--- src/rtl/result_axis_tx.sv ---
// AXI4-Stream transmit path for 3x3 result matrices: small FIFO plus a registered
// output stage with TLAST framing, backpressure and sticky overflow reporting.
module result_axis_tx #(
  parameter int unsigned DATA_WIDTH = 144,
  parameter int unsigned FIFO_DEPTH = 4,
  parameter int unsigned FRAME_LEN  = 4,
  localparam int unsigned CW = $clog2(FIFO_DEPTH + 1)
) (
  input  logic                  i_clk,
  input  logic                  i_rst_n,
  input  logic                  i_res_valid,
  input  logic [DATA_WIDTH-1:0] i_res_data,
  output logic                  o_res_ready,
  output logic                  m_axis_valid,
  output logic [DATA_WIDTH-1:0] m_axis_data,
  output logic                  m_axis_last,
  input  logic                  m_axis_ready,
  output logic [CW-1:0]         o_fifo_count,
  output logic                  o_overflow,
  input  logic                  i_clr_overflow,
  output logic                  o_frame_done
);

  localparam int unsigned PW = $clog2(FIFO_DEPTH);
  localparam int unsigned BW = (FRAME_LEN > 1) ? $clog2(FRAME_LEN) : 1;
  localparam logic [CW-1:0] FULL_CNT  = CW'(FIFO_DEPTH);
  localparam logic [BW-1:0] LAST_BEAT = BW'(FRAME_LEN - 1);

  localparam logic [0:0] OUT_EMPTY  = 1'b0;
  localparam logic [0:0] OUT_LOADED = 1'b1;

  logic [DATA_WIDTH-1:0] mem_q [FIFO_DEPTH];
  logic [PW-1:0]         wr_ptr_q, rd_ptr_q;
  logic [CW-1:0]         count_q, count_d, mem_cnt;
  logic [0:0]            state_q, state_d;
  logic [DATA_WIDTH-1:0] data_q, data_d;
  logic [BW-1:0]         beat_q, beat_d;
  logic                  overflow_q, overflow_d;
  logic                  frame_done_q, frame_done_d;
  logic                  wr, hs, load, mem_empty, mem_push, mem_pop;

  // Ready depends only on the registered count, never on m_axis_ready.
  assign o_res_ready = (count_q != FULL_CNT);
  assign wr          = i_res_valid && o_res_ready;
  assign hs          = m_axis_valid && m_axis_ready;
  assign load        = (state_q == OUT_EMPTY) || hs;
  // The output register holds one of the counted entries when loaded.
  assign mem_cnt     = count_q - CW'(state_q);
  assign mem_empty   = (mem_cnt == '0);

  always_comb begin
    state_d  = state_q;
    data_d   = data_q;
    mem_push = wr;
    mem_pop  = 1'b0;
    if (load) begin
      if (!mem_empty) begin
        data_d  = mem_q[rd_ptr_q];
        mem_pop = 1'b1;
        state_d = OUT_LOADED;
      end else if (wr) begin
        // Bypass the memory so an idle path has one cycle of latency.
        data_d   = i_res_data;
        mem_push = 1'b0;
        state_d  = OUT_LOADED;
      end else begin
        state_d = OUT_EMPTY;
      end
    end
  end

  always_comb begin
    count_d      = count_q + CW'(wr) - CW'(hs);
    beat_d       = beat_q;
    if (hs) beat_d = (beat_q == LAST_BEAT) ? '0 : beat_q + BW'(1);
    frame_done_d = hs && m_axis_last;
    // A blocked write sets the flag even when a clear arrives in the same cycle.
    overflow_d   = (i_res_valid && !o_res_ready) || (overflow_q && !i_clr_overflow);
  end

  always_ff @(posedge i_clk or negedge i_rst_n) begin
    if (!i_rst_n) begin
      wr_ptr_q     <= '0;
      rd_ptr_q     <= '0;
      count_q      <= '0;
      state_q      <= OUT_EMPTY;
      data_q       <= '0;
      beat_q       <= '0;
      overflow_q   <= 1'b0;
      frame_done_q <= 1'b0;
    end else begin
      if (mem_push) wr_ptr_q <= wr_ptr_q + PW'(1);
      if (mem_pop)  rd_ptr_q <= rd_ptr_q + PW'(1);
      count_q      <= count_d;
      state_q      <= state_d;
      data_q       <= data_d;
      beat_q       <= beat_d;
      overflow_q   <= overflow_d;
      frame_done_q <= frame_done_d;
    end
  end

  always_ff @(posedge i_clk) begin
    if (mem_push) mem_q[wr_ptr_q] <= i_res_data;
  end

  assign m_axis_valid = (state_q == OUT_LOADED);
  assign m_axis_data  = data_q;
  assign m_axis_last  = m_axis_valid && (beat_q == LAST_BEAT);
  assign o_fifo_count = count_q;
  assign o_overflow   = overflow_q;
  assign o_frame_done = frame_done_q;

endmodule

--- config.mk ---
export PLATFORM = sky130hd
export DESIGN_NAME = result_axis_tx
export DESIGN_NICKNAME = d
export VERILOG_FILES = /design/src/rtl/result_axis_tx.sv
export SDC_FILE = /design/constraint.sdc
export NUM_CORES = 1
export LEC_CHECK = 0
export CORE_AREA = 2 2 229 231
export DETAILED_ROUTE_END_ITERATION = 10
export DIE_AREA = 0 0 231 233
export HOLD_SLACK_MARGIN = 0.15
export PLACE_DENSITY = 0.79
export SLEW_MARGIN = 20
export SYNTH_ARGS = -nofsm -noshare
export SYNTH_HDL_FRONTEND = slang
export SYNTH_SLANG_ARGS = --single-unit
--- constraint.sdc ---
create_clock -name i_clk -period 9.5 [get_ports i_clk]
set_input_delay 1.9 -clock i_clk [delete_from_list [all_inputs] [get_ports i_clk]]
set_output_delay 1.9 -clock i_clk [all_outputs]
set_load 0.01 [all_outputs]
**Yosys cells after proc, flatten, opt, wreduce, memory -nomap -nowiden**

Memory sizes are Yosys's and may differ from the RTL's.
Index checks and enable logic that the tools add are counted.

- Output and inout bits: 152
- Memories: 1
- Word-level logic and storage cells: 42
- RAM bits: 576
- Register bits: 156

- Bitwise gates (word level): 1
- Muxes and demuxes: 11
- Reductions and logical operators: 12
- $add $sub $neg: 6
- Equality and inequality tests: 3

Memory list:

| memory | words | width | rd ports | clocked after Yosys merged registers in | write ports | line | RTL |
|---|---|---|---|---|---|---|---|
| mem_q | 4 | 144 | 1 | 0 | 1 | 32 | `logic [DATA_WIDTH-1:0] mem_q [FIFO_DEPTH];` |

Operators with widths:

| kind | number |
|---|---|
| 144-bit 2-to-1 mux | 2 |
| 1-bit 2-to-1 mux | 8 |
| 2-bit by 1-bit adder with 2-bit output (second input constant) | 3 |
| 1-bit logical AND | 6 |
| 3-bit by 1-bit subtractor with 3-bit output | 2 |
| 3-bit by 1-bit adder with 3-bit output | 1 |
| 3-bit logical NOT | 1 |
| 3-bit inequality test (second input constant) | 1 |
| 2-bit == test (second input constant) | 1 |
| 1-bit logical NOT | 2 |
| 1-bit logical OR | 2 |
| 2-bit 2-to-1 mux | 1 |
| 2-bit inequality test (second input constant) | 1 |
| 2-bit AND reduction | 1 |
| 1-bit inverter | 1 |

**Depth between registers and ports, before layout**

Gate-level depths: netlist (run 1).

- Word-level depth: 6
- Mapped depth: 8

**Worst setup path after synthesis (run 1)**

Ideal clock, no wire load.

- Path type: input -> register
- Start: in m_axis_ready
- End: mem mem_q[0][0], enable pin
- Cell stages on the path: 4
- Slack: 3.201 ns
- Setup time: 0.521 ns
- Arrival: 5.778 ns
- Path buffers: 0
- Cell sequence: nand2b_1 > nand3_2 > nor2b_2 > and2_1

- Cells in the longest elaborated chain, start to end: 5

Ends and longest elaborated chain:

| item | line | RTL |
|---|---|---|
| from (decl) | 17 | `input logic m_axis_ready,` |
| 1-bit logical AND | 45 | `assign hs = m_axis_valid && m_axis_ready;` |
| 1-bit logical OR | 46 | `assign load = (state_q == OUT_EMPTY) \|\| hs;` |
| 1-bit 2-to-1 mux | 56 | `if (load) begin` |
| 1-bit 2-to-1 mux | 104 | `if (mem_push) mem_q[wr_ptr_q] <= i_res_data;` |
| 1-bit 2-to-1 mux (implied by the code) | 104 |  |
| to (decl) | 32 |  |

Every way passes these cells.

**Worst setup path after layout (run 1)**

- Start: in m_axis_ready
- End: mem mem_q[2][11], enable pin

The elaborated chain is that of the path after synthesis.

==> results of run 1 <==
[per-layer routing]
metal	part of all wire [%]	global-route usage [%]	routed length [um]
met5	0.088	0.919	55
met4	1.7	6.92	1040
met3	8.5	5.48	5300
met2	50	38.3	31000
met1	40	32.3	25100
[final cells by class]
| type | count | area (um2) |
|---|---|---|
| flip-flops and latches | 732 | 21200 |
| fillers | 3173 | 16600 |
| multi-input cells | 477 | 6310 |
| repair buffers | 321 | 3240 |
| clock buffers | 91 | 1970 |
| well taps | 680 | 851 |
| inverters | 151 | 567 |
| clock inverters | 34 | 377 |
| diodes | 5 | 12.5 |
[power groups by stage]
stage | combinational (uW) | sequential [uW] | clock [uW]
floorplan | 2310 | 4910 | 0
global placement | 3630 | 4860 | 0
detailed placement | 3700 | 4900 | 0
CTS | 3760 | 4860 | 2890
global route | 3950 | 4930 | 3010
finish | 3700 | 4840 | 2840
[sequential cells by signal, summed over array words and instances, names as in the netlist]
signal        cells
mem_q           576
wr_ptr_q          2
beat_q            2
m_axis_data     144
o_frame_done      1
o_overflow        1
rd_ptr_q          2
o_fifo_count      3
m_axis_valid      1
[worst max path at each step]
| stage | startpoint | to | slack [ns] |
|---|---|---|---|
| floorplan | m_axis_ready | mem_q[0][0]$_DFFE_PP_ | 3.20 |
| global placement | m_axis_ready | mem_q[3][38]$_DFFE_PP_ | 4.01 |
| detailed placement | m_axis_ready | mem_q[2][98]$_DFFE_PP_ | 4.04 |
| CTS | m_axis_ready | mem_q[2][57]$_DFFE_PP_ | 4.66 |
| global route | m_axis_ready | mem_q[2][53]$_DFFE_PP_ | 4.51 |
| finish | m_axis_ready | mem_q[2][11]$_DFFE_PP_ | 4.70 |
[placed cells by master, fill, tap and decap left out, types with 2 or more instances in the layout]
master           count
o32ai_1             84
dfrtp_1            154
clkbuf_1            10
clkinvlp_4           2
buf_4               15
nand2_1              5
a21oi_1             84
a21oi_2             60
diode_2              5
and2_4               4
ha_1                 7
clkdlybuf4s50_1    299
buf_12               5
nor3_1               2
mux4_2             144
nor2b_1              2
dfrtp_4              2
clkinv_2            17
mux2_2               2
inv_1              151
clkbuf_8             8
xor2_1               2
a21o_4               2
clkinv_1             5
edfxtp_1           576
nand3_1              2
xnor2_1              3
clkbuf_16           73
bufinv_16            8
o32ai_2             60
[Yosys cell counts (2+ instances only)]
cell type and instances:
inv_1 151, buf_4 20, nand3_1 2, xor2_1 2, o32ai_1 84, mux2_2 2
mux4_2 144, clkbuf_1 16, nand2_1 5, and2_1 5, clkbuf_4 2, xnor2_1 3
buf_2 42, nor2b_1 2, nor3_1 2, buf_1 8, a21oi_2 60, a21o_1 3
buf_6 6, o32ai_2 60, ha_1 7, dfrtp_1 156, a21oi_1 84, edfxtp_1 576
[cells by family after synthesis]
family,share of synthesized area (%)
multiplexers,11.4
flip-flops,74.2
buffers and inverters,3.85
XOR/XNOR,0.210
AND/OR/NAND/NOR,0.473
adder cells (fa/ha/maj),0.377
AO/OA/AOI/OAI,9.46
[through the flow]
| stage | setup slack, ns | area [um2] |
|---|---|---|
| 5_1_grt | 4.51 | 34500 |
| 3_3_place_gp | 4.01 | 32100 |
| 2_1_floorplan | 3.20 | 28600 |
| 3_5_place_dp | 4.04 | 32200 |
| 6_report | 4.70 | 34500 |
| 4_1_cts | 4.66 | 34500 |
[worst reg2reg max path: cells and delay by family, from the launching register on]
kind                       cells  cell delay [ns]
and+or+nand+nor                4             1.91
buffers and inverters          2             0.76
adders and majority gates      1             0.30
DFF                            1             0.42
==> qor.csv, run 1 <==
stage;metric;value;unit
setup_path;Worst setup SP type;input port;
setup_path;worst-path cell chain;clkdlybuf4s50_1 -> nand2b_1 -> nand3_4 -> nor2b_2 -> and2_4 -> buf_4;
power;Seq pwr share;42.5;%
finish;Area Overhead vs Synth;20.9;%
yosys;Syn Area/Cell;19.6;um2
sta;RSZ-0062 raised after global routing;no;
yosys;flops & latches, synth;732;
finish;share of cells above drive strength 1;22.8;%
placement;Final Wtd Congestion;0.756;
drt;WL/cell;25.1;um
sta;Hold Fails Final Rpt;0;
yosys;Synth top area share;60.5;%
sta;Clock Skew;0.0202;ns
setup_path;crit end category;register;
power;worst vdd ir;230;uV
yosys;largest area contributor in the netlist;edfxtp_1;
clock_tree;Clock Latency Late Sink;0.61;ns
clock_tree;H-tree levels;3;
setup_path;Worst path depth;6;
setup_path;reg-to-reg setup timing slack;5.72;ns
outcome;run status;complete, no violations;
yosys;Synth cell types;36;
drt;Initial DRC Count;1310;
clock_tree;Clock transition at path regs;0.06;ns
clock_tree;TritonCTS Buffers;71;
power;Sw Ratio;30.9;%
finish;final std cells w/o fill;2491;
setup_path;Buf+Inv Stages, Crit Path;2;
power;Internal Power;7870;uW
setup_path;CP max FO;69;
sta;minimum hold slack;0.515;ns
setup_path;RR Startpoint;o_fifo_count[0]$_DFF_PN0_;
min_path;worst-case hold path end point;m_axis_data[83]$_DFFE_PN0P_;
yosys;sequential area share after synthesis;74.2;%
setup_path;Worst Path Required;9.73;ns
sta;Setup TNS Final;0;ns
yosys;Synth area leaders;edfxtp_1 61%, dfrtp_1 14%, mux4_2 11%;
clock_tree;post-CTS sizing;0;
sta;Final period util;50.5;%
setup_path;R2R cell count;7;
power;Total Power;11400;uW
placement;dpl hpwl;35.4;mm
drt;drt drc;0;
yosys;post-synthesis async set-or-reset flop share;21.3;%
placement;PortBufs;300;
min_path;hold path depth;2;
sta;# setup viols final;0;
die;die height;233;um
setup_path;worst r2r dst;mem_q[2][11]$_DFFE_PP_;
placement;Cells after DPL;2361;
min_path;hold_sp;m_axis_data[83]$_DFFE_PN0P_;
setup_path;CP arrival;5.03;ns
sta;count of final max-slew check failures;0;
grt;initial antenna violation count;8;
clock_tree;Bufs on Longest Clock Path;3;
clock_tree;hold_buf cts;0;
clock_tree;CTS Sinks;732;
min_path;Worst Hold Class;reg -> reg;
sta;minimum clock period;4.80;ns
grt;vias in the first global route;15900;
setup_path;CP max stage delay;0.91;ns
grt;largest net degree at the start of global routing;105;
die;core footprint;51100;um2
power;Power Dens Cells;330;nW/um2
grt;total track usage;23.6;%
clock_tree;root buffer cell;clkbuf_16;
clock_tree;CTS tree;yes;
drt;Antenna Nets Post-Route;0;
yosys;synthesized area;28600;um2
drt;WL final;62.5;mm
setup_path;slowest cell on the critical path;and2_4;
grt;total gr overflow;0;
yosys;Net Count, Synth;1611;
job;number of max-cap violations;0;
setup_path;critical setup path kind;in -> reg;
die;die area;53800;um2
setup_path;delay-heaviest family, CP;simple AND/OR/NAND/NOR gates;
sta;Max Clock Freq;0.208;GHz
drt;drt first pass iters;5;
power;clock power share;25.0;%
finish;Post-Route Utilization;67.6;%
grt;first-pass GRT wire length;95.3;mm
yosys;Cells after Synth;1454;
die;# rows;83;
power;Static Leak;0.0120;uW
power;P_sw;3520;uW
yosys;Yosys Warn Count;0;
yosys;Post-synth top flop;edfxtp_1;
die;die span in x;231;um
drt;via count;15100;
drt;vias per cell;6.05;
die;initial core utilization;55.9;%
finish;Final nets;1911;
sta;Slew headroom;24.9;%
power;Comb power frac;32.5;%
die;IO Count;301;
yosys;Post-synth EDFFs;576;
sta;Tightest Pin Transition;1.13;ns
clock_tree;Setup Buffers After CTS;0;
Power figures use the tool's default switching activity.
==> run 2, diff against run 1 <==
Settings changed: CORE_AREA 2 2 229 231 to 2 2 240 242, DIE_AREA 0 0 231 233 to 0 0 242 244, PLACE_DENSITY 0.79 to 0.75.
Clock period 9.5 ns to 3.9 ns, I/O delays scaled along.
==> run 2 against run 1 <==
Effect of this change: sequential power grew 140%; register-to-register slack lost 4.5 ns; via count is 0.66% higher; global-route usage is 1.8 points lower; clock power grew to 2.5 times the previous value; sequential cell count did not move; first-iteration DRC count shrank 3.2%; sequential share of layout area decreased by 0.96 points.
==> qor.csv, run 2 (same netlist as run 1, synthesis figures left out) <==
stage;metric;value;unit;change
sta;Final period util;73.0;%;
setup_path;slowest cell on the critical path;dfrtp_1;;
placement;dpl hpwl;36.5;mm;+3.0%
setup_path;Worst Path Required;3.12;ns;-6.61 ns
setup_path;CP arrival;2.07;ns;-2.96 ns
finish;Area Overhead vs Synth;22.8;%;
finish;Final nets;1929;;+0.94%
grt;total track usage;21.9;%;-1.8 points
sta;# setup viols final;0;;unchanged
sta;minimum clock period;2.85;ns;
finish;Biggest register;mem_q;;
sta;Tightest Pin Transition;1.00;ns;-0.123 ns
sta;RSZ-0062 raised after global routing;no;;
sta;Hold Fails Final Rpt;0;;unchanged
min_path;hold path depth;2;;unchanged
outcome;run status;complete, no violations;;
power;Static Leak;0.0122;uW;+1.5%
drt;via count;15200;;+0.66%
sta;Slew headroom;33.1;%;+8.2 points
die;initial core utilization;50.9;%;-5.1 points
die;# rows;87;;+4.8%
sta;Setup TNS Final;0;ns;unchanged
finish;Largest register FFs;576;;unchanged
job;number of max-cap violations;0;;unchanged
drt;vias per cell;5.85;;-3.3%
die;die area;59000;um2;+9.7%
clock_tree;H-tree levels;3;;unchanged
finish;Post-Route Utilization;62.5;%;-5.1 points
min_path;Worst Hold Class;reg -> reg;;
setup_path;critical setup path kind;reg -> out;;
die;IO Count;301;;unchanged
setup_path;CP max stage delay;0.54;ns;-0.37 ns
power;worst vdd ir;527;uV;+130%
grt;initial antenna violation count;8;;unchanged
drt;drt drc;0;;unchanged
sta;Max Clock Freq;0.351;GHz;
drt;drt first pass iters;5;;unchanged
clock_tree;Clock transition at path regs;0.06;ns;about the same
placement;Placement Cell Area;32600;um2;+1.2%
placement;PortBufs;300;;unchanged
finish;Fillers;3917;;+23%
placement;Final Wtd Congestion;0.772;;+2.1%
clock_tree;Bufs on Longest Clock Path;3;;unchanged
drt;WL/cell;24.6;um;-2.0%
setup_path;worst-path cell chain;or3b_4 -> clkdlybuf4s50_1;;
drt;WL final;63.8;mm;+2.1%
power;Power Dens Cells;804;nW/um2;+140%
setup_path;Worst setup SP type;register;;
die;die height;244;um;+4.7%
sta;count of final max-slew check failures;0;;unchanged
die;die span in x;242;um;+4.8%
grt;vias in the first global route;16100;;+1.0%
grt;total gr overflow;0;;unchanged
finish;commonest non-fill, non-tap cell in the layout;edfxtp_1;;
clock_tree;root buffer cell;clkbuf_16;;
clock_tree;CTS tree;yes;;
grt;first-pass GRT wire length;97.8;mm;+2.6%
finish;most frequent cells in the layout;576 x edfxtp_1, 299 x clkdlybuf4s50_1, 154 x dfrtp_1;;
setup_path;crit end category;primary output;;
setup_path;CP max FO;7;;-90%
drt;Antenna Nets Post-Route;0;;unchanged
clock_tree;Clock Latency Late Sink;0.62;ns;about the same
finish;finished layout cell area;35100;um2;+1.6%
sta;Clock Skew;0.0321;ns;+0.0119 ns
drt;Initial DRC Count;1268;;-3.2%
die;core footprint;56200;um2;+9.9%
grt;largest net degree at the start of global routing;145;;+38%
clock_tree;CTS Sinks;732;;unchanged
setup_path;R2R cell count;7;;unchanged
clock_tree;post-CTS sizing;0;;unchanged
finish;share of cells above drive strength 1;23.3;%;+0.55 points
clock_tree;TritonCTS Buffers;75;;+5.6%
clock_tree;Setup Buffers After CTS;0;;unchanged
## run 2: cell count changes in the layout (fill, tap and decap cells not counted), moves of 2 or more
| cell | change |
|---|---|
| inv_6 | +2 |
| clkbuf_1 | +5 |
| clkbuf_16 | +5 |
| buf_4 | -4 |
| buf_12 | +17 |
| clkinv_1 | +4 |
| clkinvlp_4 | +3 |
| clkinv_2 | -5 |
| clkbuf_8 | -2 |
## run 2: cell type report
type	instances	area [um2]	area share, %
Antenna cell	5	12.5	0.0357
Multi-Input combinational cell	477	6310	18.0
Clock buffer	99	2090	5.96
Tap cell	756	946	2.70
Clock inverter	38	395	1.13
Sequential cell	732	21200	60.4
Timing Repair Buffer	335	3560	10.2
Inverter	151	567	1.62
## run 2: timing repair
action	CTS	global route
setup endpoints to repair	0	0
hold endpoints to repair	0	29
hold buffers	0	1
## run 2: critical path, delay by kind of cell (launching register included)
kind | cells | cell delay [ns]
and+or+nand+nor | 1 | 0.45
DFF | 1 | 0.54
buffers and inverters | 1 | 0.49
## run 2: path summary, 6_finish.rpt
| path | from | endpoint | slack, ns |
|---|---|---|---|
| max in group asynchronous | i_rst_n | m_axis_data[90]$_DFFE_PN0P_ | 2.17 |
| min in group asynchronous | i_rst_n | m_axis_data[33]$_DFFE_PN0P_ | 0.63 |
| min | m_axis_data[111]$_DFFE_PN0P_ | m_axis_data[111]$_DFFE_PN0P_ | 0.51 |
| max reg2reg | o_fifo_count[0]$_DFF_PN0_ | mem_q[0][93]$_DFFE_PP_ | 1.26 |
| min reg2reg | m_axis_data[111]$_DFFE_PN0P_ | m_axis_data[111]$_DFFE_PN0P_ | 0.51 |
| max | o_fifo_count[2]$_DFF_PN0_ | o_res_ready | 1.05 |
## run 2: metrics by stage
step | power (uW) | setup slack (ns) | hold WS (ns) | instances
4_1_cts | 28500 | 1.04 | 0.310 | 2586
3_3_place_gp | 21000 | 0.702 | 0.488 | 2449
2_1_floorplan | 17500 | 0.331 | 0.480 | 1454
3_5_place_dp | 21200 | 0.672 | 0.504 | 2449
6_report | 28200 | 1.05 | 0.511 | 2593
5_1_grt | 29600 | 1.02 | 0.528 | 2589
## run 2: per-layer routing
metal  up-vias  track usage (%)  wire length (um)
met5         -                0                84
met4        12             6.21              1100
met3        82             5.21              5520
met2       666             34.9             30900
met1      7916             30.5             26200
li1       6491                -                 -
## run 2: where the power goes
group	switching [uW]	total, uW	internal (uW)
clock network	2930	7190	4260
registers	980	11700	10700
logic	4830	9370	4540
total	8740	28200	19500
==> run 3, diff against run 2 <==
Clock period 3.9 ns to 2.44 ns, I/O delays scaled along.
==> run 3 against run 2 <==
Effect of this change: sequential power is 58% higher; worst setup slack worse by 0.96 ns; die area stayed put; clock power is 68% higher; hold slack worse by 0.049 ns; total power is 68% higher.
==> qor.csv, run 3 (same netlist as run 1, synthesis figures left out) <==
stage;metric;value;unit;change
outcome;run status;complete, no violations;;
sta;Clock Skew;0.0274;ns;-0.00476 ns
setup_path;CP max stage delay;0.47;ns;-0.07 ns
die;die span in x;242;um;unchanged
setup_path;slowest cell on the critical path;clkdlybuf4s50_1;;
finish;Biggest register;mem_q;;
power;clock power share;25.6;%;about the same
clock_tree;Clock transition at path regs;0.06;ns;about the same
sta;final worst slack;0.0967;ns;-0.956 ns
drt;via count;15500;;+2.4%
clock_tree;Clock Latency Late Sink;0.61;ns;about the same
sta;RSZ-0062 raised after global routing;no;;
sta;Max Clock Freq;0.427;GHz;
power;Static Leak;0.0129;uW;+5.7%
finish;commonest non-fill, non-tap cell in the layout;edfxtp_1;;
clock_tree;Bufs on Longest Clock Path;3;;unchanged
placement;dpl hpwl;42.0;mm;+15%
clock_tree;H-tree levels;3;;unchanged
clock_tree;root buffer cell;clkbuf_16;;
sta;# setup viols final;0;;unchanged
sta;Final period util;96.0;%;
job;number of max-cap violations;0;;unchanged
power;Total Power;47300;uW;+68%
grt;largest net degree at the start of global routing;78;;-46%
die;die area;59000;um2;unchanged
power;Sw Ratio;30.5;%;-0.42 points
power;Comb power frac;35.3;%;+2.1 points
sta;Tightest Pin Transition;0.650;ns;-0.353 ns
drt;Initial DRC Count;1036;;-18%
finish;Area Overhead vs Synth;27.7;%;
grt;first-pass GRT wire length;101;mm;+3.4%
sta;count of final max-slew check failures;0;;unchanged
sta;minimum clock period;2.34;ns;
setup_path;worst-path cell chain;ha_1 -> and2_1 -> clkdlybuf4s50_1;;
finish;Largest register FFs;576;;unchanged
die;initial core utilization;50.9;%;unchanged
setup_path;CP max FO;3;;-4
drt;WL/cell;24.7;um;+0.32%
drt;drt first pass iters;6;;+1
power;P_sw;14400;uW;+65%
power;Power Dens Cells;1300;nW/um2;+61%
die;# rows;87;;unchanged
die;die height;244;um;unchanged
drt;WL final;65.9;mm;+3.3%
placement;pre-CTS WS;-0.0735;ns;-0.745 ns
setup_path;delay-heaviest family, CP;buffers and inverters;;
setup_path;Worst Path Required;1.95;ns;-1.17 ns
finish;ant diodes;0;;-5
setup_path;Buf+Inv Stages, Crit Path;1;;unchanged
placement;PortBufs;300;;unchanged
clock_tree;CTS tree;yes;;
placement;Final Wtd Congestion;0.773;;+0.12%
finish;share of cells above drive strength 1;26.9;%;+3.6 points
setup_path;critical setup path kind;reg -> out;;
min_path;Worst Hold Class;in -> async;;
setup_path;Worst setup SP type;register;;
drt;drt drc;0;;unchanged
setup_path;CP arrival;1.86;ns;-0.21 ns
drt;vias per cell;5.81;;-0.63%
grt;initial antenna violation count;4;;-4
sta;Hold Fails Final Rpt;0;;unchanged
die;IO Count;301;;unchanged
finish;Final nets;2008;;+4.1%
power;worst vdd ir;917;uV;+74%
die;core footprint;56200;um2;unchanged
finish;most frequent cells in the layout;576 x edfxtp_1, 298 x clkdlybuf4s50_1, 153 x dfrtp_1;;
grt;vias in the first global route;16500;;+2.3%
grt;total track usage;22.6;%;+0.69 points
clock_tree;CTS Sinks;732;;unchanged
setup_path;crit end category;primary output;;
power;Internal Power;32900;uW;+69%
power;Seq pwr share;39.1;%;-2.2 points
grt;total gr overflow;0;;unchanged
clock_tree;TritonCTS Buffers;77;;+2.7%
drt;Antenna Nets Post-Route;0;;unchanged
setup_path;reg-to-reg setup timing slack;0.27;ns;-0.99 ns
sta;Slew headroom;56.7;%;+24 points
## run 3: cell count changes in the layout (fill, tap and decap cells not counted), sizes merged, moves of 3 or more
cell      previous run  this run
bufinv               7        10
clkinv              22        28
diode                5         0
clkinvlp             5         2
buf                 35       112
## run 3: final timing paths
| check | from | endpoint | depth (start not counted) |
|---|---|---|---|
| setup / recovery | beat_q[0]$_DFFE_PN0P_ | m_axis_last | 3 |
| hold / removal | i_rst_n | m_axis_data[28]$_DFFE_PN0P_ | 2 |
| setup reg to reg | o_fifo_count[0]$_DFF_PN0_ | m_axis_data[12]$_DFFE_PN0P_ | 8 |
| hold reg to reg | m_axis_data[12]$_DFFE_PN0P_ | m_axis_data[12]$_DFFE_PN0P_ | 2 |
| max in group asynchronous | i_rst_n | m_axis_data[77]$_DFFE_PN0P_ | 3 |
| min in group i_clk | i_clr_overflow | o_overflow$_DFF_PN0_ | 2 |
## run 3: power groups by stage
| stage | Clock, uW | Combinational [uW] | Sequential [uW] |
|---|---|---|---|
| 3_3_place_gp | 0 | 16500 | 18600 |
| 5_1_grt | 12800 | 17800 | 18800 |
| 6_report | 12100 | 16700 | 18500 |
| 4_1_cts | 12400 | 16900 | 18500 |
| 2_1_floorplan | 0 | 9040 | 18800 |
| 3_5_place_dp | 0 | 16800 | 18700 |
## run 3: per-layer routing
metal  routed length (um)  vias to the layer above  GRT usage (%)
li1                     -                     6643              -
met1                27300                     8185           30.8
met2                33000                      601           37.6
met3                 4440                       88           4.40
met4                 1170                        8           5.95
met5                   50                        -              0
## run 3: through the flow
step | cell area (um2) | hold WS, ns | cells | TNS, ns | util, %
final | 36500 | 0.461 | 2671 | 0 | 65.0
after global placement | 33800 | 0.490 | 2527 | 0 | 60.2
after floorplan | 28600 | 0.192 | 1454 | -164.52 | -
after global routing | 36500 | 0.456 | 2671 | 0 | 65.0
after detailed placement | 33800 | 0.508 | 2527 | -0.0735 | 60.2
after CTS | 36500 | 0.437 | 2671 | 0 | 65.0
## run 3: what timing repair did
item,in CTS,in global routing
hold buffers,1,0
endpoints found under the hold margin,44,0
setup buffers,0,0
gates resized for setup,2,1
endpoints found under the setup margin,1,1
## run 3: cell type report
cell class | instances | area, um2
Clock inverter | 45 | 528
Multi-Input combinational cell | 477 | 6330
Tap cell | 756 | 946
Fill cell | 3782 | 19700
Timing Repair Buffer | 412 | 4780
Inverter | 151 | 567
Clock buffer | 98 | 2130
Sequential cell | 732 | 21200
## run 3: worst register-to-register path, cell delays in order (launching register included)
cell,delay (ns)
dfrtp_1,0.43
inv_1,0.10
ha_1,0.26
xnor2_2,0.23
nand3_4,0.13
buf_4,0.18
buf_12,0.17
o32ai_2,0.48
a21oi_1,0.07
